--- config.mk ---
export PLATFORM = sky130hd
export DESIGN_NAME = ps2_keycode_fifo_flat
export DESIGN_NICKNAME = d
export VERILOG_FILES = /design/src/rtl/ps2_pkg.sv /design/src/rtl/ps2_keycode_fifo_if.sv /design/src/rtl/sync_fifo.sv /design/src/rtl/ps2_keycode_fifo.sv /design/src/flat_wrapper.sv
export SDC_FILE = /design/constraint.sdc
export NUM_CORES = 1
export LEC_CHECK = 0
export ABC_AREA = 1
export CAP_MARGIN = 30
export CORE_MARGIN = 5
export CORE_UTILIZATION = 25
export DETAILED_ROUTE_END_ITERATION = 8
export PLACE_DENSITY = 0.46
export SYNTH_ARGS = -nofsm -noshare
export SYNTH_HDL_FRONTEND = slang
export SYNTH_SLANG_ARGS = --single-unit
--- constraint.sdc ---
create_clock -name clk -period 2.6 [get_ports clk]
set_input_delay 0.26 -clock clk [delete_from_list [all_inputs] [get_ports clk]]
set_output_delay 0.26 -clock clk [all_outputs]
set_load 0.03 [all_outputs]
--- src/rtl/ps2_pkg.sv ---
// Shared definitions for the PS/2 key-event path: prefix scan codes,
// prefix-tracking states and the 10-bit key-event record.
package ps2_pkg;

    localparam logic [7:0] SC_EXT = 8'hE0;
    localparam logic [7:0] SC_BRK = 8'hF0;

    typedef enum logic [1:0] {
        PFX_IDLE    = 2'd0,
        PFX_EXT     = 2'd1,
        PFX_BRK     = 2'd2,
        PFX_EXT_BRK = 2'd3
    } prefix_state_t;

    typedef struct packed {
        logic       brk;
        logic       ext;
        logic [7:0] code;
    } key_event_t;

    localparam int KEY_EVENT_W = $bits(key_event_t);

    // Status byte layout seen by the processor on the status port.
    function automatic logic [7:0] status_byte(input logic not_empty, input logic full,
                                               input logic overflow, input key_event_t head);
        return {not_empty, full, overflow, head.brk, head.ext, 3'b000};
    endfunction

endpackage

--- src/rtl/ps2_keycode_fifo_if.sv ---
// Bus between the PS/2 byte receiver / PicoBlaze I/O side (master) and
// the key-event FIFO block (slave).
interface ps2_keycode_fifo_if;

    logic       rx_done_tick;
    logic [7:0] rx_byte;
    logic [7:0] port_id;
    logic       read_strobe;
    logic [7:0] in_data;
    logic       not_empty;
    logic       overflow;

    modport master (
        output rx_done_tick, rx_byte, port_id, read_strobe,
        input  in_data, not_empty, overflow
    );

    modport slave (
        input  rx_done_tick, rx_byte, port_id, read_strobe,
        output in_data, not_empty, overflow
    );

endinterface

--- src/rtl/sync_fifo.sv ---
// Single-clock first-word-fall-through FIFO; a push into a full FIFO is
// accepted only when a pop frees a slot in the same cycle.
module sync_fifo #(
    parameter  int WIDTH  = 8,
    parameter  int DEPTH  = 8,
    localparam int ADDR_W = $clog2(DEPTH)
) (
    input  logic              clk,
    input  logic              reset,
    input  logic              push,
    input  logic              pop,
    input  logic [WIDTH-1:0]  din,
    output logic [WIDTH-1:0]  dout,
    output logic [ADDR_W:0]   count,
    output logic              full,
    output logic              empty
);

    localparam logic [ADDR_W:0]   FULL_COUNT = DEPTH[ADDR_W:0];
    localparam logic [ADDR_W:0]   CNT_ONE    = {{ADDR_W{1'b0}}, 1'b1};
    localparam logic [ADDR_W-1:0] PTR_ONE    = {{(ADDR_W-1){1'b0}}, 1'b1};

    logic [WIDTH-1:0]  mem [DEPTH];
    logic [ADDR_W-1:0] wr_ptr;
    logic [ADDR_W-1:0] rd_ptr;
    logic              do_push;
    logic              do_pop;

    assign empty   = (count == '0);
    assign full    = (count == FULL_COUNT);
    assign do_pop  = pop && !empty;
    assign do_push = push && (!full || do_pop);

    // Pointers wrap naturally because DEPTH is a power of two.
    always_ff @(posedge clk or negedge reset) begin
        if (!reset) begin
            wr_ptr <= '0;
            rd_ptr <= '0;
            count  <= '0;
        end else begin
            if (do_push) wr_ptr <= wr_ptr + PTR_ONE;
            if (do_pop)  rd_ptr <= rd_ptr + PTR_ONE;
            case ({do_push, do_pop})
                2'b10:   count <= count + CNT_ONE;
                2'b01:   count <= count - CNT_ONE;
                default: count <= count;
            endcase
        end
    end

    // NOTE: storage is deliberately not reset; count/pointers define validity,
    // and leaving it unreset lets it map onto RAM.
    always_ff @(posedge clk) begin
        if (do_push) mem[wr_ptr] <= din;
    end

    assign dout = mem[rd_ptr];

endmodule

--- src/rtl/ps2_keycode_fifo.sv ---
// PS/2 key-event buffer: folds E0/F0 prefixes into key events, queues them,
// and serves data/status reads on the PicoBlaze I/O bus.
module ps2_keycode_fifo
    import ps2_pkg::*;
#(
    parameter int         DEPTH        = 8,
    parameter logic [7:0] DATA_PORT    = 8'h02,
    parameter logic [7:0] STATUS_PORT  = 8'h03,
    parameter int         REPORT_BREAK = 0
) (
    input logic                clk,
    input logic                reset,
    ps2_keycode_fifo_if.slave  bus
);

    localparam int ADDR_W = $clog2(DEPTH);

    prefix_state_t   state;
    prefix_state_t   state_next;
    key_event_t      ev;
    logic            ev_valid;
    logic            push;
    logic            pop_req;
    logic            status_rd;
    logic            drop;
    logic            overflow;
    logic            full;
    logic            empty;
    logic [ADDR_W:0] count;
    key_event_t      head_raw;
    key_event_t      head;

    always_ff @(posedge clk or negedge reset) begin
        if (!reset) state <= PFX_IDLE;
        else        state <= state_next;
    end

    // NOTE: every output of this block gets a default first so no path can
    // leave a signal unassigned and infer a latch.
    always_comb begin
        state_next = state;
        ev_valid   = 1'b0;
        ev.code    = bus.rx_byte;
        ev.brk     = (state == PFX_BRK) || (state == PFX_EXT_BRK);
        ev.ext     = (state == PFX_EXT) || (state == PFX_EXT_BRK);
        if (bus.rx_done_tick) begin
            if (bus.rx_byte == SC_EXT) begin
                state_next = (state == PFX_IDLE || state == PFX_EXT) ? PFX_EXT : PFX_EXT_BRK;
            end else if (bus.rx_byte == SC_BRK) begin
                state_next = (state == PFX_IDLE || state == PFX_BRK) ? PFX_BRK : PFX_EXT_BRK;
            end else begin
                ev_valid   = 1'b1;
                state_next = PFX_IDLE;
            end
        end
    end

    // A suppressed break event still completes the prefix sequence above.
    assign push      = ev_valid && (!ev.brk || (REPORT_BREAK != 0));
    assign pop_req   = bus.read_strobe && (bus.port_id == DATA_PORT);
    assign status_rd = bus.read_strobe && (bus.port_id == STATUS_PORT);
    assign drop      = push && full && !pop_req;

    sync_fifo #(
        .WIDTH (KEY_EVENT_W),
        .DEPTH (DEPTH)
    ) u_fifo (
        .clk   (clk),
        .reset (reset),
        .push  (push),
        .pop   (pop_req),
        .din   (ev),
        .dout  (head_raw),
        .count (count),
        .full  (full),
        .empty (empty)
    );

    // A drop in the same cycle as a status read keeps the flag set.
    always_ff @(posedge clk or negedge reset) begin
        if (!reset)         overflow <= 1'b0;
        else if (drop)      overflow <= 1'b1;
        else if (status_rd) overflow <= 1'b0;
    end

    assign head          = empty ? key_event_t'('0) : head_raw;
    assign bus.not_empty = (count != '0);
    assign bus.overflow  = overflow;

    always_comb begin
        bus.in_data = 8'h00;
        if (bus.port_id == DATA_PORT)
            bus.in_data = head.code;
        else if (bus.port_id == STATUS_PORT)
            bus.in_data = status_byte(bus.not_empty, full, overflow, head);
    end

endmodule

--- src/flat_wrapper.sv ---
// flat-port wrapper written by rule: the top's interface ports become plain ports
module ps2_keycode_fifo_flat import ps2_pkg::*;
#(
    parameter int         DEPTH        = 8,
    parameter logic [7:0] DATA_PORT    = 8'h02,
    parameter logic [7:0] STATUS_PORT  = 8'h03,
    parameter int         REPORT_BREAK = 0
)
  (clk, reset, bus_rx_done_tick, bus_rx_byte, bus_port_id, bus_read_strobe, bus_in_data, bus_not_empty, bus_overflow);
  ps2_keycode_fifo_if bus_i ();
  input logic clk;
  input logic reset;
  input wire logic [$bits(bus_i.rx_done_tick)-1:0] bus_rx_done_tick;
  input wire logic [$bits(bus_i.rx_byte)-1:0] bus_rx_byte;
  input wire logic [$bits(bus_i.port_id)-1:0] bus_port_id;
  input wire logic [$bits(bus_i.read_strobe)-1:0] bus_read_strobe;
  output wire logic [$bits(bus_i.in_data)-1:0] bus_in_data;
  output wire logic [$bits(bus_i.not_empty)-1:0] bus_not_empty;
  output wire logic [$bits(bus_i.overflow)-1:0] bus_overflow;
  assign bus_i.rx_done_tick = bus_rx_done_tick;
  assign bus_i.rx_byte = bus_rx_byte;
  assign bus_i.port_id = bus_port_id;
  assign bus_i.read_strobe = bus_read_strobe;
  assign bus_in_data = bus_i.in_data;
  assign bus_not_empty = bus_i.not_empty;
  assign bus_overflow = bus_i.overflow;
  ps2_keycode_fifo #(.DEPTH(DEPTH), .DATA_PORT(DATA_PORT), .STATUS_PORT(STATUS_PORT), .REPORT_BREAK(REPORT_BREAK)) u_core (.clk(clk), .reset(reset), .bus(bus_i));
endmodule
==> flow_summary.json, run 1 <==
{
  "sw_frac_of_total_pct": 28.7,
  "ctsResizeCount": 0,
  "finClkSkew_ns": 0.00854,
  "drt-total-wl_um": 10200,
  "pwr-share-comb_pct": 21.6,
  "yosysTopAreaCell": "edfxtp_1",
  "hold-worst-slack_ns": 0.356,
  "vias": 2738,
  "cp-end-kind": "output pin",
  "htreeDepth": 3,
  "cp-start-kind": "flip-flop",
  "ys_seq_elements": 93,
  "die_h_um": 137,
  "core_mm2": 0.0158,
  "wl_per_cell_um": 16.4,
  "slew_headroom_pct": 50.0,
  "netlist_area_mm2": 0.00400,
  "ant_nets": 0,
  "antenna_found_initial": 0,
  "cts_buffer_depth": 2,
  "leakagePower_nw": 1.88,
  "syn-num-nets": 371,
  "yosys_warnings": 0,
  "drive_above_1_share_pct": 16.0,
  "async_flop_share_pct": 14.0,
  "postCtsSetupBuffers": 0,
  "synth_cell_types": 30,
  "p_seq_share_pct": 47.3,
  "grt_pass1_wl_um": 15600,
  "hold_viol": 0,
  "cts_buffers": 9,
  "avgSynthCellArea_um2": 11.6,
  "insertion_delay_ns": 0.34,
  "cts_tree": "done",
  "worst_pin_slew_ns": 0.747,
  "gp_congestion": 0.780,
  "viasPerCell": 4.40,
  "synth_flop_cell": "edfxtp_1",
  "io_pins": 30,
  "grtUsageTotal_pct": 11.5,
  "vdd_drop_max_v": 0.000335,
  "cts_hold_buf": 0,
  "period_minus_slack_ns": 2.42,
  "dr.pass1.iters": 4,
  "root_buffer": "clkbuf_16",
  "clk_pin_slew_ns": 0.07,
  "final_cell_mix": "edfxtp_1 (80), nor2_1 (66), o21ai_0 (51), nand2_1 (41), buf_4 (30)",
  "grt_start_max_net_pins": 30,
  "port_buffers": 29,
  "power_frac_clock_pct": 31.1,
  "row_count": 46,
  "finalCritPeriodShare_pct": 93.0,
  "post_synth_main_area_contributors": "edfxtp_1 (60%), dfrtp_1 (8.1%), o21ai_0 (6.4%)",
  "cts_sinks": 93,
  "critical_path_class": "flip-flop to output pin",
  "ys_seq_area_share_pct": 68.1,
  "grt_overflow": 0,
  "dp_hpwl_um": 6840,
  "crit_arrival_ns": 2.16,
  "drc": 0,
  "rrSetupSlack_ns": 0.34,
  "die_w_um": 137,
  "fin_nets": 426,
  "internal_power_mw": 2.96,
  "cp_max_fo": 19,
  "worstPathRequired_ns": 2.34,
  "synthCells": 346,
  "status": "finished clean",
  "drv_cap": 0,
  "n_antenna_cell": 0,
  "utilization_pct": 32.3,
  "grt_pass1_vias": 2686,
  "fmax_mhz": 414,
  "dieArea_mm2": 0.0186,
  "hold_path_class": "input pin to asynchronous set/reset pin",
  "setup_viol": 0,
  "layout.cells.most_common": "edfxtp_1",
  "initial_utilization_pct": 25.4,
  "drt_iter0_drc": 156,
  "synth_edf_count": 80,
  "synth_top_area_share_pct": 60.0,
  "p_per_area_mw_per_mm2": 816,
  "area_growth_syn_to_layout_pct": 27.2,
  "slew_viol_final": 0,
  "p_sw_mw": 1.19,
  "grt_setup_unrepaired": "no"
}
## final timing paths
check / from / cells past startpoint / end
max in group asynchronous: reset / 1 / u_core.u_fifo.rd_ptr[1]$_DFFE_PN0P_
worst max-delay path: u_core.u_fifo.rd_ptr[1]$_DFFE_PN0P_ / 7 / bus_in_data[0]
worst min register to register: u_core.u_fifo.count[3]$_DFFE_PN0P_ / 2 / u_core.u_fifo.count[3]$_DFFE_PN0P_
worst min-delay path: reset / 1 / u_core.u_fifo.rd_ptr[0]$_DFFE_PN0P_
worst max register to register: u_core.u_fifo.count[1]$_DFFE_PN0P_ / 15 / u_core.u_fifo.count[3]$_DFFE_PN0P_
min in group clk: u_core.u_fifo.count[3]$_DFFE_PN0P_ / 2 / u_core.u_fifo.count[3]$_DFFE_PN0P_
## per-layer routing
layer	vias up	share of wire (%)	GRT usage [%]	routed length [um]
met2	51	49	18.6	5030
met4	0	1.4	3.81	140
met1	1344	45	14.7	4640
met5	-	0	0	0
met3	8	3.9	3.35	403
li1	1335	-	-	-
## state kept, by name, summed over array words and instances, names as in the netlist
signal	count
u_core.state	2
u_core.u_fifo.rd_ptr	3
u_core.bus.overflow	1
u_core.u_fifo.count	4
u_core.u_fifo.wr_ptr	3
u_core.u_fifo.mem	80
## power by group through the flow
stage          registers (mW)  logic [mW]  clock network [mW]
6_report                 1.97       0.897                1.29
5_1_grt                  1.99       0.988                1.39
4_1_cts                  1.97       0.916                1.33
3_5_place_dp             2.00       0.912                   0
3_3_place_gp             2.00       0.906                   0
2_1_floorplan            1.99       0.497                   0
## cell families after synthesis
family / after synthesis / synth area share (%)
simple gates: 134 / 14.9
compound gates: 72 / 10.7
flops: 93 / 68.1
buf+inv: 39 / 3.81
xor+xnor: 3 / 0.657
fa+ha+maj: 5 / 1.75
## cell type report
type | instances | area [um2]
fill | 1628 | 10700
sequential | 93 | 2730
multi-input combinational | 214 | 1120
timing repair buffer | 59 | 588
tap | 216 | 270
clock buffer | 10 | 229
inverter | 24 | 90.1
clock inverter | 6 | 63.8
## critical path: stages (launching register included)
cell	delay, ns
dfrtp_2	0.50
inv_1	0.11
buf_4	0.26
o21ai_0	0.14
o22ai_1	0.17
nor2_1	0.05
a311oi_1	0.32
buf_4	0.23
## cell usage after synthesis (4+ instances only)
master     n
nand2_1   41
o21ai_0   51
ha_1       4
inv_1     22
o22ai_1    4
nand3_1   12
edfxtp_1  80
clkbuf_1  10
nor2_1    66
o221ai_1  13
buf_2      4
dfrtp_1   13
## stage by stage
stage               worst slack [ns]  cells  TNS, ns  cell area [um2]  total power, mW
floorplan                      0.427    346        0             4000             2.48
global placement              0.0125    606        0             4800             2.90
detailed placement           -0.0572    606  -0.0572             4800             2.91
CTS                           0.0444    622        0             5090             4.22
global route                  0.0272    622        0             5090             4.37
finish                         0.183    622        0             5090             4.16
Note: power is estimated with default switching activity, not from simulation.
==> run 2: changes to the inputs <==
--- a/config.mk
+++ b/config.mk
@@ -7,10 +7,12 @@
 export LEC_CHECK = 0
 export ABC_AREA = 1
 export CAP_MARGIN = 30
+export CELL_PAD_IN_SITES_DETAIL_PLACEMENT = 1
+export CELL_PAD_IN_SITES_GLOBAL_PLACEMENT = 2
 export CORE_MARGIN = 5
-export CORE_UTILIZATION = 25
+export CORE_UTILIZATION = 39
 export DETAILED_ROUTE_END_ITERATION = 8
-export PLACE_DENSITY = 0.46
+export PLACE_DENSITY = 0.83
 export SYNTH_ARGS = -nofsm -noshare
 export SYNTH_HDL_FRONTEND = slang
 export SYNTH_SLANG_ARGS = --single-unit
==> flow_summary.json, run 2 (synthesized netlist as in run 1, its figures left out) <==
{
  "leakagePower_nw": 1.84,
  "worst_pin_slew_ns": 0.684,
  "area_growth_syn_to_layout_pct": 22.6,
  "hold_viol": 0,
  "grtUsageTotal_pct": 17.8,
  "finalCritPeriodShare_pct": 92.1,
  "p_seq_share_pct": 51.6,
  "cp-end-kind": "output pin",
  "grt_pass1_vias": 3174,
  "row_count": 37,
  "gp_congestion": 0.746,
  "drv_cap": 0,
  "dieArea_mm2": 0.0124,
  "cts_sinks": 93,
  "drive_above_1_share_pct": 16.3,
  "cts_tree": "done",
  "vdd_drop_max_v": 0.000332,
  "worstPathRequired_ns": 2.34,
  "largest_reg_flops": 80,
  "finClkSkew_ns": 0.0151,
  "dp.cells": 529,
  "io_pins": 30,
  "cp_max_fo": 12,
  "grt_pass1_wl_um": 17000,
  "p_per_area_mw_per_mm2": 775,
  "clk_pin_slew_ns": 0.09,
  "dr.pass1.iters": 4,
  "hold_path_class": "input pin to asynchronous set/reset pin",
  "reg_top3": "u_core.u_fifo.mem x80, u_core.u_fifo.count x4",
  "pwr-share-comb_pct": 24.2,
  "cts_buffer_depth": 2,
  "port_buffers": 29,
  "drc": 0,
  "fmax_mhz": 418,
  "crit_arrival_ns": 2.13,
  "die_h_um": 111,
  "insertion_delay_ns": 0.37,
  "period_minus_slack_ns": 2.39,
  "utilization_pct": 48.2,
  "dp_hpwl_um": 7460,
  "sw_frac_of_total_pct": 32.0,
  "die_w_um": 111,
  "p_sw_mw": 1.22,
  "wl_per_cell_um": 19.3,
  "grt_start_max_net_pins": 25,
  "final_cell_mix": "edfxtp_1 (80), nor2_1 (66), o21ai_0 (51), nand2_1 (40), buf_4 (31)",
  "n_antenna_cell": 0,
  "cts_buffers": 9,
  "root_buffer": "clkbuf_8",
  "fin_nets": 430,
  "slew_viol_final": 0,
  "drt-total-wl_um": 10500,
  "power.total_mw": 3.80,
  "top_register": "u_core.u_fifo.mem",
  "setup_viol": 0,
  "power_frac_clock_pct": 24.2,
  "drt_iter0_drc": 191,
  "htreeDepth": 3,
  "layout.cells.most_common": "edfxtp_1",
  "grt_overflow": 0,
  "core_mm2": 0.0102,
  "slew_headroom_pct": 54.3,
  "viasPerCell": 5.20,
  "vias": 2837,
  "critical_path_class": "flip-flop to output pin",
  "grt_setup_unrepaired": "no",
  "antenna_found_initial": 0,
  "status": "finished clean",
  "cp-start-kind": "flip-flop",
  "finalNonFillerCells": 546,
  "ant_nets": 0,
  "internal_power_mw": 2.59,
  "initial_utilization_pct": 39.3
}
## run 2: path summary, 6_finish.rpt
check | cells after the start | end | start | slack, ns
max | 7 | bus_in_data[3] | u_core.u_fifo.rd_ptr[1]$_DFFE_PN0P_ | 0.21
min | 1 | u_core.u_fifo.count[3]$_DFFE_PN0P_ | reset | 0.31
max reg2reg | 15 | u_core.u_fifo.count[3]$_DFFE_PN0P_ | u_core.u_fifo.count[1]$_DFFE_PN0P_ | 0.38
min reg2reg | 2 | u_core.u_fifo.count[3]$_DFFE_PN0P_ | u_core.u_fifo.count[3]$_DFFE_PN0P_ | 0.52
max in group asynchronous | 1 | u_core.u_fifo.wr_ptr[2]$_DFFE_PN0P_ | reset | 1.86
min in group clk | 2 | u_core.u_fifo.count[3]$_DFFE_PN0P_ | u_core.u_fifo.count[3]$_DFFE_PN0P_ | 0.52
## run 2: power by group through the flow
stage	logic (mW)	registers [mW]	clock network, mW
after floorplan	0.497	1.99	0
after global placement	0.895	1.98	0
after detailed placement	0.933	2.00	0
after CTS	0.938	1.96	0.936
after global routing	1.02	1.98	1.01
final	0.919	1.96	0.920
## run 2: critical path, cell delays in order (launching register included)
cell	delay [ns]
dfrtp_1	0.42
inv_1	0.08
buf_4	0.21
o21ai_0	0.12
o221ai_1	0.15
o21ai_0	0.14
o21ai_0	0.23
dlygate4sd2_1	0.43
## run 2: timing repair
item	CTS	global route
endpoints found under the hold margin	0	0
hold buffers	0	0
gates cloned	0	0
pin swaps	0	1
setup buffers	0	1
setup endpoints to repair	5	1
resized for setup	6	1
## run 2: cell type report
type	count	area (um2)
clock buffer	9	124
fill	1117	5280
multi-input combinational	214	1120
sequential	93	2730
tap	136	170
timing repair buffer	63	607
inverter	24	90.1
clock inverter	7	62.6
## run 2: metal layers
metal / vias to the layer above / part of all wire (%) / global-route usage [%]
li1: 1344 / - / -
met1: 1439 / 46 / 23.0
met2: 37 / 51 / 30.3
met3: 17 / 1.8 / 2.84
met4: 0 / 2.0 / 6.24
met5: - / 0 / 0
## run 2: metrics by stage
stage               hold slack (ns)  cell area (um2)  setup TNS, ns  worst slack [ns]
finish                        0.310             4910              0             0.206
floorplan                   -0.0356             4000              0             0.427
CTS                           0.327             4900              0             0.172
detailed placement            0.510             4720         -0.923            -0.200
global route                  0.344             4910              0            0.0120
global placement              0.496             4720         -0.373           -0.0933
==> run 3: changes to the inputs <==
==> constraint.sdc (replaced) <==
create_clock -name clk -period 3.05 [get_ports clk]
set_input_delay 0.305 -clock clk [delete_from_list [all_inputs] [get_ports clk]]
set_output_delay 0.305 -clock clk [all_outputs]
set_load 0.03 [all_outputs]
==> flow_summary.json, run 3 (synthesized netlist as in run 1, its figures left out) <==
{
  "status": "finished clean",
  "wl_per_cell_um": 19.2,
  "drt-total-wl_um": 10200,
  "row_count": 37,
  "leakagePower_nw": 1.76,
  "core_mm2": 0.0102,
  "max_stage_delay_ns": 0.70,
  "fin_nets": 419,
  "die_w_um": 111,
  "htreeDepth": 3,
  "critical_path_class": "input pin to output pin",
  "grt_pass1_vias": 3138,
  "power.total_mw": 3.20,
  "slew_headroom_pct": 56.4,
  "hold_path_class": "input pin to asynchronous set/reset pin",
  "final.setup.tns_ns": 0,
  "crit_chain": "clkdlybuf4s50_1, inv_1, nor2_1, nand2_1, nor2_2, nand2_1, inv_1, nand3_1, o21ai_0, clkdlybuf4s50_1",
  "slew_viol_final": 0,
  "hold-worst-slack_ns": 0.343,
  "rr_startpoint": "u_core.u_fifo.count[1]$_DFFE_PN0P_",
  "viasPerCell": 5.25,
  "cts_buffer_depth": 2,
  "dp.cells": 519,
  "final_cell_mix": "edfxtp_1 (80), nor2_1 (66), o21ai_0 (51), nand2_1 (41)",
  "finalNonFillerCells": 535,
  "drive_above_1_share_pct": 13.3,
  "grt_pass1_wl_um": 16400,
  "cp_max_fo": 6,
  "vdd_drop_max_v": 0.000354,
  "insertion_delay_ns": 0.36,
  "routed.top_layer": "met4",
  "dr.pass1.iters": 4,
  "ant_nets": 0,
  "antenna_found_initial": 0,
  "cts_tree": "done",
  "wl_met2_um": 5300,
  "fmax_mhz": 349,
  "grtUsageTotal_pct": 17.0,
  "post_dp_cell_area_mm2": 0.00457,
  "cts_sinks": 93,
  "rr_worst_depth": 13,
  "initial_utilization_pct": 39.3,
  "clk_pin_slew_ns": 0.09,
  "finClkSkew_ns": 0.00586,
  "drv_cap": 0,
  "worst_pin_slew_ns": 0.652,
  "layout.cells.most_common": "edfxtp_1",
  "cp-start-kind": "input pin",
  "grt_overflow": 0,
  "period_minus_slack_ns": 2.86,
  "dr_wl_met3_um": 477,
  "p_per_area_mw_per_mm2": 671,
  "finalCritPeriodShare_pct": 93.9,
  "r2r-end": "u_core.u_fifo.count[3]$_DFFE_PN0P_",
  "root_buffer": "clkbuf_8",
  "cts_hold_buf": 0,
  "crit_arrival_ns": 2.56,
  "worstPathRequired_ns": 2.74,
  "setup_viol": 0,
  "grt_start_max_net_pins": 42,
  "n_antenna_cell": 0,
  "rrSetupSlack_ns": 0.68,
  "reg_top3": "u_core.u_fifo.mem x80, u_core.u_fifo.count x4",
  "die_h_um": 111,
  "hold_viol": 0,
  "drt_iter0_drc": 200,
  "port_buffers": 29,
  "crit_slowest_cell": "clkdlybuf4s50_1",
  "cts_buffers": 9,
  "io_pins": 30,
  "gp_congestion": 0.765,
  "met1Wirelength_um": 4420,
  "cp-end-kind": "output pin",
  "top_register": "u_core.u_fifo.mem",
  "fin_area_mm2": 0.00476,
  "dieArea_mm2": 0.0124,
  "vias": 2811,
  "fillers": 1086,
  "drc": 0,
  "largest_reg_flops": 80,
  "area_growth_syn_to_layout_pct": 19.0,
  "grt_setup_unrepaired": "no",
  "dp_hpwl_um": 6850
}
run 3: cell types whose count changed in the layout (fill, tap and decap cells not counted), sizes merged:
cell,before,now
buf,37,26
dlygate4sd2,5,0
inv,28,23
clkdlybuf4s50,21,25
clkinv,2,5
bufinv,0,1
clkinvlp,1,2
dlymetal6s2s,0,1
run 3: power breakdown:
part	internal [mW]	switching (mW)
combinational	0.242	0.479
sequential	1.60	0.0783
clock	0.374	0.429
run 3: metal layers:
layer	global-route usage, %	vias to the layer above
met5	0	-
li1	-	1321
met4	5.03	0
met2	30.0	62
met3	2.35	4
met1	21.7	1424
run 3: worst max-delay path by stage:
stage                                              from                            endpoint  depth (start not counted)
floorplan            u_core.u_fifo.count[1]$_DFFE_PN0P_  u_core.u_fifo.count[3]$_DFFE_PN0P_                         13
global placement                         bus_rx_byte[6]  u_core.u_fifo.count[3]$_DFFE_PN0P_                         16
detailed placement                       bus_port_id[1]                      bus_in_data[3]                         10
CTS                 u_core.u_fifo.rd_ptr[0]$_DFFE_PN0P_                      bus_in_data[3]                          6
global route                             bus_port_id[1]                      bus_in_data[6]                         10
finish                                   bus_port_id[1]                      bus_in_data[6]                         10
run 3: what timing repair did:
action | CTS | global route
setup endpoints to repair | 0 | 1
buffers inserted | 0 | 0
resized for setup | 0 | 3
run 3: per-stage QoR:
step	setup slack (ns)	utilization, %
floorplan	0.877	-
global placement	0.225	44.8
detailed placement	0.127	44.8
CTS	0.113	46.7
global route	0.0859	46.8
finish	0.187	46.8
run 3: cell type report:
type / count / area (um2) / share of cell area, %
clock buffers: 9 / 124 / 2.60
clock inverters: 7 / 63.8 / 1.34
inverters: 24 / 93.8 / 1.97
multi-input cells: 214 / 1120 / 23.6
flip-flops and latches: 93 / 2730 / 57.3
well taps: 136 / 170 / 3.57
repair buffers: 52 / 462 / 9.69
run 3: critical path: cells and delay by family:
kind            cells  cell delay (ns)
compound gates      1             0.10
simple gates        5             0.67
buf+inv             4             1.48
